==> src/rtl/fsm_trace_monitor_if.sv <==
// fsm_trace_monitor_if: observed FSM signals plus the report/status bus of the trace monitor.
interface fsm_trace_monitor_if #(
    parameter int CNT_W = 16
);
    logic [1:0]       state;
    logic             y;
    logic             rpt_ready;
    logic             rpt_valid;
    logic [1:0]       rpt_state;
    logic [CNT_W-1:0] rpt_dwell;
    logic [CNT_W-1:0] pulse_cnt;
    logic             err;
    logic [1:0]       err_from;
    logic [1:0]       err_to;
    logic             ovf;

    modport master (
        output state, y, rpt_ready,
        input  rpt_valid, rpt_state, rpt_dwell, pulse_cnt, err, err_from, err_to, ovf
    );

    modport slave (
        input  state, y, rpt_ready,
        output rpt_valid, rpt_state, rpt_dwell, pulse_cnt, err, err_from, err_to, ovf
    );
endinterface

==> src/rtl/fsm_trace_monitor.sv <==
// fsm_trace_monitor: watches a 2-bit FSM, reports each transition with its dwell time,
// counts y rising edges and flags transitions outside the cyclic order.
module fsm_trace_monitor #(
    parameter int CNT_W = 16,
    parameter int STEP  = 1
) (
    input  logic                i_clk,
    input  logic                i_rst_n,
    input  logic                i_clr,
    fsm_trace_monitor_if.slave  bus
);
    typedef enum logic {SYNC, TRACK} mode_t;

    localparam logic [1:0]       STEP2 = 2'(STEP);
    localparam logic [CNT_W-1:0] MAX_D = '1;
    localparam logic [CNT_W-1:0] ONE   = CNT_W'(1);

    mode_t            r_mode, w_mode;
    logic [1:0]       r_state_q, w_state_q;
    logic             r_y_q, w_y_q;
    logic [CNT_W-1:0] r_dwell, w_dwell;
    logic             r_rpt_valid, w_rpt_valid;
    logic [1:0]       r_rpt_state, w_rpt_state;
    logic [CNT_W-1:0] r_rpt_dwell, w_rpt_dwell;
    logic [CNT_W-1:0] r_pulse, w_pulse;
    logic             r_err, w_err;
    logic [1:0]       r_err_from, w_err_from;
    logic [1:0]       r_err_to, w_err_to;
    logic             r_ovf, w_ovf;
    logic             w_trans, w_rise, w_pop, w_load, w_bad;

    always_ff @(posedge i_clk or negedge i_rst_n) begin
        if (!i_rst_n) begin
            r_mode      <= SYNC;
            r_state_q   <= '0;
            r_y_q       <= 1'b0;
            r_dwell     <= '0;
            r_rpt_valid <= 1'b0;
            r_rpt_state <= '0;
            r_rpt_dwell <= '0;
            r_pulse     <= '0;
            r_err       <= 1'b0;
            r_err_from  <= '0;
            r_err_to    <= '0;
            r_ovf       <= 1'b0;
        end else begin
            r_mode      <= w_mode;
            r_state_q   <= w_state_q;
            r_y_q       <= w_y_q;
            r_dwell     <= w_dwell;
            r_rpt_valid <= w_rpt_valid;
            r_rpt_state <= w_rpt_state;
            r_rpt_dwell <= w_rpt_dwell;
            r_pulse     <= w_pulse;
            r_err       <= w_err;
            r_err_from  <= w_err_from;
            r_err_to    <= w_err_to;
            r_ovf       <= w_ovf;
        end
    end

    always_comb begin
        w_trans     = (r_mode == TRACK) && (bus.state != r_state_q);
        w_rise      = (r_mode == TRACK) && bus.y && !r_y_q;
        w_pop       = r_rpt_valid && bus.rpt_ready;
        // A transition refills the buffer only if it is empty or being drained this edge
        w_load      = w_trans && (!r_rpt_valid || w_pop);
        w_bad       = w_trans && (bus.state != r_state_q + STEP2);
        w_mode      = i_clr ? SYNC : TRACK;
        w_state_q   = i_clr ? 2'd0 : bus.state;
        w_y_q       = !i_clr && bus.y;
        w_dwell     = i_clr ? '0 :
                      (r_mode == SYNC || w_trans) ? ONE :
                      (r_dwell == MAX_D) ? r_dwell : r_dwell + ONE;
        w_rpt_valid = !i_clr && (w_trans || (r_rpt_valid && !w_pop));
        w_rpt_state = i_clr ? 2'd0 : w_load ? r_state_q : r_rpt_state;
        w_rpt_dwell = i_clr ? '0 : w_load ? r_dwell : r_rpt_dwell;
        w_pulse     = i_clr ? '0 : w_rise ? r_pulse + ONE : r_pulse;
        w_err       = !i_clr && (r_err || w_bad);
        w_err_from  = i_clr ? 2'd0 : (w_bad && !r_err) ? r_state_q : r_err_from;
        w_err_to    = i_clr ? 2'd0 : (w_bad && !r_err) ? bus.state : r_err_to;
        w_ovf       = !i_clr && (r_ovf || (w_trans && !w_load));
    end

    assign bus.rpt_valid = r_rpt_valid;
    assign bus.rpt_state = r_rpt_state;
    assign bus.rpt_dwell = r_rpt_dwell;
    assign bus.pulse_cnt = r_pulse;
    assign bus.err       = r_err;
    assign bus.err_from  = r_err_from;
    assign bus.err_to    = r_err_to;
    assign bus.ovf       = r_ovf;
endmodule

==> src/flat_wrapper.sv <==
// flat-port wrapper written by rule: the top's interface ports become plain ports
module fsm_trace_monitor_flat 
#(
    parameter int CNT_W = 16,
    parameter int STEP  = 1
)
  (i_clk, i_rst_n, i_clr, bus_state, bus_y, bus_rpt_ready, bus_rpt_valid, bus_rpt_state, bus_rpt_dwell, bus_pulse_cnt, bus_err, bus_err_from, bus_err_to, bus_ovf);
  fsm_trace_monitor_if #(.CNT_W(CNT_W)) bus_i ();
  input  logic i_clk;
  input  logic i_rst_n;
  input  logic i_clr;
  input wire logic [$bits(bus_i.state)-1:0] bus_state;
  input wire logic [$bits(bus_i.y)-1:0] bus_y;
  input wire logic [$bits(bus_i.rpt_ready)-1:0] bus_rpt_ready;
  output wire logic [$bits(bus_i.rpt_valid)-1:0] bus_rpt_valid;
  output wire logic [$bits(bus_i.rpt_state)-1:0] bus_rpt_state;
  output wire logic [$bits(bus_i.rpt_dwell)-1:0] bus_rpt_dwell;
  output wire logic [$bits(bus_i.pulse_cnt)-1:0] bus_pulse_cnt;
  output wire logic [$bits(bus_i.err)-1:0] bus_err;
  output wire logic [$bits(bus_i.err_from)-1:0] bus_err_from;
  output wire logic [$bits(bus_i.err_to)-1:0] bus_err_to;
  output wire logic [$bits(bus_i.ovf)-1:0] bus_ovf;
  assign bus_i.state = bus_state;
  assign bus_i.y = bus_y;
  assign bus_i.rpt_ready = bus_rpt_ready;
  assign bus_rpt_valid = bus_i.rpt_valid;
  assign bus_rpt_state = bus_i.rpt_state;
  assign bus_rpt_dwell = bus_i.rpt_dwell;
  assign bus_pulse_cnt = bus_i.pulse_cnt;
  assign bus_err = bus_i.err;
  assign bus_err_from = bus_i.err_from;
  assign bus_err_to = bus_i.err_to;
  assign bus_ovf = bus_i.ovf;
  fsm_trace_monitor #(.CNT_W(CNT_W), .STEP(STEP)) u_core (.i_clk(i_clk), .i_rst_n(i_rst_n), .i_clr(i_clr), .bus(bus_i));
endmodule
==> config.mk <==
export PLATFORM = sky130hd
export DESIGN_NAME = fsm_trace_monitor_flat
export DESIGN_NICKNAME = d
export VERILOG_FILES = /design/src/rtl/fsm_trace_monitor_if.sv /design/src/rtl/fsm_trace_monitor.sv /design/src/flat_wrapper.sv
export SDC_FILE = /design/constraint.sdc
export NUM_CORES = 1
export LEC_CHECK = 0
export CORE_ASPECT_RATIO = 0.8
export CORE_MARGIN = 2
export CORE_UTILIZATION = 49
export CTS_BUF_LIST = sky130_fd_sc_hd__clkbuf_4 sky130_fd_sc_hd__clkbuf_8
export DETAILED_ROUTE_END_ITERATION = 8
export PLACE_DENSITY_LB_ADDON = 0.25
export REMOVE_ABC_BUFFERS = 1
export SYNTH_ARGS = -nofsm -noshare
export SYNTH_HDL_FRONTEND = slang
export SYNTH_SLANG_ARGS = --single-unit
==> constraint.sdc <==
create_clock -name i_clk -period 1.5 [get_ports i_clk]
set_input_delay 0.3 -clock i_clk [delete_from_list [all_inputs] [get_ports i_clk]]
set_output_delay 0.3 -clock i_clk [all_outputs]
set_load 0.05 [all_outputs]
==> qor.yml <==
tritoncts: "done"
leakagePower_nw: 2.173
synth_edf_count: 0
drc: 0
drive_gt1_share_pct: 46.51
pin_count: 48
vias_per_cell: 6.181
wl_per_cell_um: 21.21
first_global_vias: 2655
core_sq_um: 5525
drt_iter0_markers: 278
dieWidth_um: 89.27
powerDensity_nw_per_um2: 830.2
dp_hpwl_um: 5143
worst_hold_path_type: "in2async"
violations: "negative setup slack"
die_area_sq_um: 6447
slew_headroom_pct: 77.67
tns_ns: -2.328
area_growth_pct: 71.64
cp-end-kind: "flop"
ff2ff_path_depth: 4
status: "finished with violations"
io_buffers: 47
worstReg2RegStart: "u_core.r_y_q"
clockBufferDepth: 2
rrSetupSlack_ns: -0.20
synth_cell_types: 46
postRouteAntennaNets: 0
cp.arrival_ns: 1.97
finalWorstSetupSlack_ns: -0.2049
r2r_end: "u_core.bus.pulse_cnt[13]"
worst-endpoint-required_ns: 1.76
cts_sinks: 61
row_count: 24
fmax_mhz: 586.5
hold_violations: 0
maxCapViolations: 0
clock_latency_ns: 0.34
cts_buffers: 9
path_max_fanout: 6
root_buffer: "clkbuf_8"
drv_slew: 0
period_share_pct: 113.7
rsz0062_at_grt: "true"
placed_cells: 436
first_pass_iters: 9
die_y_um: 72.22
ir_drop_v: 0.0008561
yosys_warnings: 0
crit_type: "reg2reg"
finalSetupViolCount: 38
place_congestion: 0.8477
fin_worst_skew_ns: 0.006925
period_minus_slack_ns: 1.705
wirelength_um: 9864
grt_overflow: 0
synthArstFlopShare_pct: 100.0
finalNetCount: 391
antenna_found_initial: 0
netlist_area_sq_um: 2850
place_ws_ns: -0.5843
mostFrequentLayoutCell: "dfrtp_1"
grt_usage_pct: 26.61
synth_seq_cells: 61
stdcell_count: 465
tightest_slew_ns: 0.3350
p_total_mw: 4.062
cts_max_level: 3
grt_pass1_wl_um: 12930
initial_core_util_pct: 51.59
synth_flop_cell: "dfrtp_1"
critPathLaunchType: "flop"
syn-instance-count: 259
ys_seq_area_share_pct: 53.56
syn_area_per_cell_sq_um: 11.00
clkSlewWorstSetupHoldPaths_ns: 0.07
antenna_cells: 0
vias: 2874
grt_max_degree: 62
layout_common_cells: "dfrtp_1, buf_4, buf_12"
## registers in the layout, summed over array words and instances, names as in the netlist
| signal | flops |
|---|---|
| u_core.bus.err_from | 2 |
| u_core.r_dwell | 16 |
| u_core.r_y_q | 1 |
| u_core.r_state_q | 2 |
| u_core.r_mode | 1 |
| u_core.bus.err_to | 2 |
| u_core.bus.ovf | 1 |
| u_core.bus.rpt_valid | 1 |
| u_core.bus.rpt_dwell | 16 |
| u_core.bus.rpt_state | 2 |
| u_core.bus.pulse_cnt | 16 |
| u_core.bus.err | 1 |
## where the power goes
| group | switching, mW | total, mW | internal [mW] |
|---|---|---|---|
| sequential | 0.0357 | 1.71 | 1.67 |
| combinational | 0.279 | 0.522 | 0.243 |
| clock | 0.648 | 1.83 | 1.18 |
| total | 0.963 | 4.06 | 3.10 |
## cells in the mapped netlist, types with 2 or more instances
| master | number | area [sq um] |
|---|---|---|
| a211oi_1 | 2 | 15.01 |
| a21boi_1 | 2 | 15.01 |
| a21oi_1 | 20 | 100.1 |
| a22o_1 | 18 | 157.7 |
| a31o_1 | 2 | 17.52 |
| a31oi_1 | 2 | 12.51 |
| and3_1 | 4 | 25.02 |
| and4_1 | 3 | 26.28 |
| and4b_1 | 2 | 20.02 |
| buf_2 | 2 | 10.01 |
| clkbuf_1 | 5 | 18.77 |
| dfrtp_1 | 61 | 1526 |
| ha_1 | 2 | 25.02 |
| inv_1 | 6 | 22.52 |
| mux2_4 | 2 | 30.03 |
| mux2i_1 | 2 | 20.02 |
| nand2_1 | 13 | 48.80 |
| nand2b_1 | 2 | 12.51 |
| nand3_1 | 7 | 35.03 |
| nand4_1 | 10 | 62.56 |
| nor2_1 | 16 | 60.06 |
| nor2b_1 | 7 | 43.79 |
| nor3_1 | 9 | 45.04 |
| nor4_1 | 6 | 37.54 |
| o21a_1 | 2 | 15.01 |
| o21ai_0 | 8 | 40.04 |
| or3_1 | 9 | 56.30 |
| xnor2_1 | 12 | 105.1 |
| xor2_1 | 6 | 52.55 |
## cells by family after synthesis
kind of cell / synth area share (%)
xor+xnor: 6.102
flops: 53.56
simple gates: 20.54
fa+ha+maj: 0.8778
buf+inv: 2.195
compound gates: 14.97
mux: 1.756
## worst max-delay path by stage
stage	startpoint	endpoint	slack [ns]	cells after the start
4_1_cts	u_core.r_y_q	u_core.bus.pulse_cnt[13]	-0.17	4
2_1_floorplan	u_core.bus.pulse_cnt[0]	u_core.bus.pulse_cnt[13]	-0.47	4
3_3_place_gp	bus_y	u_core.bus.pulse_cnt[15]	-0.52	5
5_1_grt	u_core.r_y_q	u_core.bus.pulse_cnt[13]	-0.23	4
6_report	u_core.r_y_q	u_core.bus.pulse_cnt[13]	-0.20	4
3_5_place_dp	bus_y	u_core.bus.pulse_cnt[11]	-0.58	5
## layer usage
layer / GRT usage (%) / share of wire (%) / wire length [um]
met2: 42.63 / 50 / 4943
met4: 9.453 / 4.6 / 458
met3: 6.712 / 7.6 / 750
met5: 0 / 0 / 0
met1: 35.41 / 38 / 3712
## cell type report
type	instances	area, sq um
clock buffer	12	152.6
clock inverter	4	95.09
fill	224	633.1
inverter	6	22.52
multi-input combinational	184	1506
sequential	61	1528
tap	78	97.59
timing repair buffer	120	1490
## stage by stage
step	instance area, sq um	hold slack [ns]	utilization [%]
after floorplan	2810	0.004409	-
final	4892	0.4818	88.54
after detailed placement	4259	0.3297	77.08
after CTS	4616	0.4954	83.54
after global routing	4892	0.4790	88.54
after global placement	4259	0.3278	77.08
## worst max-delay path: stages (launching register included)
cell,delay (ns)
dfrtp_1,0.40
nand4b_4,0.18
or4_4,0.53
or3_4,0.34
a21oi_1,0.17
## timing repair
item                       4_1_cts  5_1_grt
hold endpoints to repair        61        0
hold buffers                     1        0
setup endpoints to repair       43       45
setup buffers                    6        6
cloned                           0        1
pin swaps                       15       23
resized for setup               18       48
(Power assumes the default switching activity.)
